$ cat config.mk
export PLATFORM = sky130hd
export DESIGN_NAME = alu_uart_if
export DESIGN_NICKNAME = d
export VERILOG_FILES = /design/src/rtl/alu_uart_if.sv
export SDC_FILE = /design/constraint.sdc
export NUM_CORES = 1
export LEC_CHECK = 0
export CELL_PAD_IN_SITES_DETAIL_PLACEMENT = 1
export CELL_PAD_IN_SITES_GLOBAL_PLACEMENT = 2
export CORE_UTILIZATION = 33
export CTS_CLUSTER_DIAMETER = 100
export DETAILED_ROUTE_END_ITERATION = 10
export PLACE_DENSITY = 0.93
export SLEW_MARGIN = 30
export SYNTH_ARGS = -nofsm -noshare
export SYNTH_HDL_FRONTEND = slang
export SYNTH_SLANG_ARGS = --single-unit
$ cat constraint.sdc
create_clock -name clk -period 2.6 [get_ports clk]
set_input_delay 0.52 -clock clk [delete_from_list [all_inputs] [get_ports clk]]
set_output_delay 0.52 -clock clk [all_outputs]
set_load 0.05 [all_outputs]
$ cat src/rtl/alu_uart_if.sv
// -----------------------------------------------------------------------------
// alu_uart_if
//
// Sequencer between a byte-wide UART receiver/transmitter pair and a
// combinational ALU. A frame is three received bytes (operand A, operand B,
// opcode). Once the opcode arrives the ALU is given one cycle to settle, its
// result and flags are latched, and two bytes are sent back: result, then
// flags. A frame that stalls between bytes is abandoned after TIMEOUT cycles.
//
// Ports:
//   clk, rst        system clock, synchronous active-high reset
//   rx_data/valid   received byte and its one-cycle strobe
//   tx_done         transmitter finished the current byte (one-cycle pulse)
//   tx_data/start   byte to transmit and its one-cycle request strobe
//   alu_a/b/op      registered ALU operands and opcode
//   alu_y, alu_*    ALU result and flags (carry, borrow, overflow, zero, neg)
//   busy            high whenever a frame is in progress
//   overrun         sticky: a byte arrived while a response was in flight
//   timeout         one-cycle pulse when a partial frame is abandoned
// -----------------------------------------------------------------------------
module alu_uart_if #(
    parameter int W       = 8,
    parameter int WOP     = 6,
    parameter int TIMEOUT = 1000000
) (
    input  logic           clk,
    input  logic           rst,
    input  logic [7:0]     rx_data,
    input  logic           rx_valid,
    input  logic           tx_done,
    output logic [7:0]     tx_data,
    output logic           tx_start,
    output logic [W-1:0]   alu_a,
    output logic [W-1:0]   alu_b,
    output logic [WOP-1:0] alu_op,
    input  logic [W-1:0]   alu_y,
    input  logic           alu_carry,
    input  logic           alu_borrow,
    input  logic           alu_overflow,
    input  logic           alu_zero,
    input  logic           alu_neg,
    output logic           busy,
    output logic           overrun,
    output logic           timeout
);

    typedef enum logic [2:0] {
        WAIT_A, WAIT_B, WAIT_OP, EXEC, SEND_Y, WAIT_Y, SEND_F, WAIT_F
    } state_t;

    localparam int            CW   = $clog2(TIMEOUT);
    localparam logic [CW-1:0] TMAX = CW'(TIMEOUT - 1);

    state_t         state_q, state_d;
    logic [W-1:0]   a_q, a_d;
    logic [W-1:0]   b_q, b_d;
    logic [WOP-1:0] op_q, op_d;
    logic [7:0]     tx_q, tx_d;
    logic [4:0]     flags_q, flags_d;
    logic [CW-1:0]  gap_q, gap_d;
    logic           ovr_q, ovr_d;
    logic           to_q, to_d;

    always_comb begin
        state_d = state_q;
        a_d     = a_q;
        b_d     = b_q;
        op_d    = op_q;
        tx_d    = tx_q;
        flags_d = flags_q;
        gap_d   = gap_q;
        ovr_d   = ovr_q;
        to_d    = 1'b0;

        case (state_q)
            WAIT_A: begin
                if (rx_valid) begin
                    a_d     = rx_data[W-1:0];
                    gap_d   = '0;
                    state_d = WAIT_B;
                end
            end
            WAIT_B, WAIT_OP: begin
                // A byte arriving on the expiry cycle is still accepted.
                if (rx_valid) begin
                    gap_d = '0;
                    if (state_q == WAIT_B) begin
                        b_d     = rx_data[W-1:0];
                        state_d = WAIT_OP;
                    end else begin
                        op_d    = rx_data[WOP-1:0];
                        state_d = EXEC;
                    end
                end else if (gap_q == TMAX) begin
                    gap_d   = '0;
                    to_d    = 1'b1;
                    state_d = WAIT_A;
                end else begin
                    gap_d = gap_q + 1'b1;
                end
            end
            EXEC: begin
                // Operands were registered on the previous edge, so the ALU
                // outputs have had a full cycle to settle.
                tx_d    = alu_y;
                flags_d = {alu_neg, alu_zero, alu_overflow, alu_borrow, alu_carry};
                state_d = SEND_Y;
            end
            SEND_Y: state_d = WAIT_Y;
            WAIT_Y: begin
                if (tx_done) begin
                    tx_d    = {3'b000, flags_q};
                    state_d = SEND_F;
                end
            end
            SEND_F: state_d = WAIT_F;
            WAIT_F: begin
                if (tx_done) state_d = WAIT_A;
            end
            default: state_d = WAIT_A;
        endcase

        // Bytes arriving while a response is pending are dropped, not queued.
        if (rx_valid && (state_q inside {EXEC, SEND_Y, WAIT_Y, SEND_F, WAIT_F}))
            ovr_d = 1'b1;
    end

    always_ff @(posedge clk) begin
        if (rst) begin
            state_q <= WAIT_A;
            a_q     <= '0;
            b_q     <= '0;
            op_q    <= '0;
            tx_q    <= '0;
            gap_q   <= '0;
            ovr_q   <= 1'b0;
            to_q    <= 1'b0;
        end else begin
            state_q <= state_d;
            a_q     <= a_d;
            b_q     <= b_d;
            op_q    <= op_d;
            tx_q    <= tx_d;
            gap_q   <= gap_d;
            ovr_q   <= ovr_d;
            to_q    <= to_d;
        end
    end

    // Flags are always rewritten in EXEC before being read, so no reset.
    always_ff @(posedge clk) begin
        flags_q <= flags_d;
    end

    assign tx_data  = tx_q;
    assign tx_start = (state_q == SEND_Y) || (state_q == SEND_F);
    assign alu_a    = a_q;
    assign alu_b    = b_q;
    assign alu_op   = op_q;
    assign busy     = (state_q != WAIT_A);
    assign overrun  = ovr_q;
    assign timeout  = to_q;

endmodule

==> metrics.yaml <==
clkLatencyLatePin_ns: 0.34
crit_fanout: 13
grt_pass1_vias: 2281
dr_total_vias: 2293
synth.most_common_cell: "dfxtp_1"
synth-xor-area-share: 0.0232
fin_nets: 364
fp.dieW_um: 91.4
clockBufferDepth: 2
totalWireLength_um: 6510
maxCapViolations: 0
status: "finished clean"
slew_headroom: 0.652
cts_resized: 0
cp.depth: 2
fin_util: 0.456
startpoint: "state_q[0]"
synthArstFlopShare: 0
cts-buffers-inserted: 9
fin_tns_setup_ns: 0
holdPathEnd: "alu_a[6]"
netlist.area_leader.share: 0.417
cp.buffers_inverters: 1
fin_crit_ns: 2.49
synth_mux_area_frac: 0.0758
cp.required_ns: 2.08
avgRoutedWirePerCell_um: 14.6
seq_area_frac_synth: 0.474
antenna_cells: 0
design_area_mm2: 0.00352
grt_start_max_net_pins: 25
area_delta_synth_final_pct: 33.5
start_kind: "flop"
reg2reg_depth: 4
port_buffers: 58
drtIter0Drc: 41
syn_area_mm2: 0.00264
dp_hpwl_um: 4640
hp-class: "reg -> reg"
placed_area_mm2: 0.00333
p_leak_nw: 1.17
die_h_um: 91.4
synthDistinctLibCells: 41
rsz0062_at_grt: "false"
synthAdderAreaFrac: 0.00474
tightest_slew_ns: 0.520
grt.overflow.total: 0
hold_start: "alu_a[6]"
cts_sinks: 60
path_cells: "or3_1 > clkdlybuf4s50_1"
drc: 0
drtAntennaViolNets: 0
rows: 32
cts_setup_buffers: 0
die_area_mm2: 0.00836
power_density_mw_per_mm2: 601
synth_edf_count: 5
syn-num-nets: 306
cts_tree: "done"
reg2reg_from: "state_q[0]"
fin_skew_ns: 0.0135
rrSetupSlack_ns: 0.49
netlist_instances: 280
core_area_mm2: 0.00773
synth_compound_area_frac: 0.136
yosysWarnings: 0
period_share: 0.959
critical_path.top_delay_family: "buffers and inverters"
firstDrtPassIters: 4
track_usage: 0.165
antenna_found_initial: 0
clk_pin_slew_ns: 0.07
drive_above_1_share: 0.0962
crit_arrival_ns: 1.97
synth-main-ff-cell: "dfxtp_1"
avgViaCountPerCell: 5.15
htree_levels: 3
critPathMaxStageDelay_ns: 0.81
slew_viol_final: 0
r2r_end: "gap_q[15]"
ys_ff_latch: 60
grt_pass1_wl_um: 10900
ios: 59
synth_simple_gate_area_frac: 0.240
ir_worst_vdd_mv: 0.232
fmax_mhz: 401
cp_slowest_cell: "clkdlybuf4s50_1"
endpoint_kind: "primary output"
cts_hold_buf: 0
syn_avg_cell_area_um2: 9.43
finalHoldViolCount: 0
setup_viol: 0
netlist_top_cells_area: "dfxtp_1, mux2i_1, edfxtp_1, a211oi_1, nor2_1"
crit_type: "reg -> out"
synth_top_family_by_area: "simple AND/OR/NAND/NOR gates"
hold_path_depth: 2
gp_congestion: 0.709
initial_utilization: 0.342
root_buffer: "clkbuf_8"
netlist_top_cells_count: "dfxtp_1, nor2_1, nand2_1, mux2i_1, a211oi_1"
yosys.area.top_type: "dfxtp_1"
## logic make-up after synthesis
| kind of cell | after synthesis |
|---|---|
| AOI/OAI and AO/OA | 52 |
| xor gates and xnor gates | 7 |
| adders and majority gates | 1 |
| buffers and inverters | 25 |
| DFF | 60 |
| muxes | 20 |
| and+or+nand+nor | 115 |
## worst register-to-register path, stage by stage (launching register included)
cell      delay, ns
dfxtp_1        0.64
or3_1          0.25
nand3_1        0.28
or4_1          0.60
a211oi_1       0.25
## stage by stage
stage / total power, mW / setup slack (ns) / instances / hold WS (ns)
finish: 2.12 / 0.108 / 445 / 0.461
global route: 2.22 / 0.0380 / 445 / 0.495
CTS: 2.15 / 0.0934 / 445 / 0.464
detailed placement: 1.33 / 0.205 / 429 / 0.454
global placement: 1.32 / 0.294 / 429 / 0.442
floorplan: 1.20 / 0.793 / 280 / 0.469
## layer usage
layer	vias up	global-route usage	wire [µm]
met4	0	0.0714	110
met3	9	0.0385	266
met5	-	0	0
li1	1138	-	-
met2	50	0.274	3030
met1	1096	0.203	3100
## power by group
| group | switching (mW) | internal [mW] | total, mW |
|---|---|---|---|
| Sequential | 0.0260 | 0.962 | 0.988 |
| Clock | 0.374 | 0.437 | 0.811 |
| Combinational | 0.189 | 0.130 | 0.319 |
| Total | 0.589 | 1.53 | 2.12 |
## state kept, by name (all words and copies together) (netlist names)
name     cells
timeout      1
gap_q       20
alu_b        8
tx_data      8
flags_q      5
overrun      1
alu_op       6
state_q      3
alu_a        8
## how the worst max path moves through the flow
stage	to	slack [ns]
final	busy	0.11
after CTS	busy	0.09
after floorplan	tx_start	0.79
after global placement	gap_q[9]	0.29
after detailed placement	gap_q[15]	0.20
after global routing	busy	0.04
## final cells by class
| type | count | area (µm²) |
|---|---|---|
| fillers | 896 | 4200 |
| well taps | 102 | 128 |
| inverters | 3 | 11.3 |
| clock inverters | 7 | 67.6 |
| clock buffers | 9 | 124 |
| multi-input cells | 195 | 1280 |
| flip-flops and latches | 60 | 1250 |
| repair buffers | 69 | 663 |
## layout by cell type, fill, tap and decap left out, drive strengths merged, types with 3 or more instances in the layout
master,instances
mux2i,20
xor2,6
clkdlybuf4s50,58
buf,11
inv,3
o31ai,7
dfxtp,55
or3,8
nor2,29
nor3,9
o21ai,7
nand2,22
edfxtp,5
nand4,8
clkinv,4
a21oi,12
and3,3
clkbuf,9
a22oi,3
a211oi,18
or4,7
nand3,7
nand3b,3
and4,4
nor4b,4
Power figures use the tool's default switching activity.
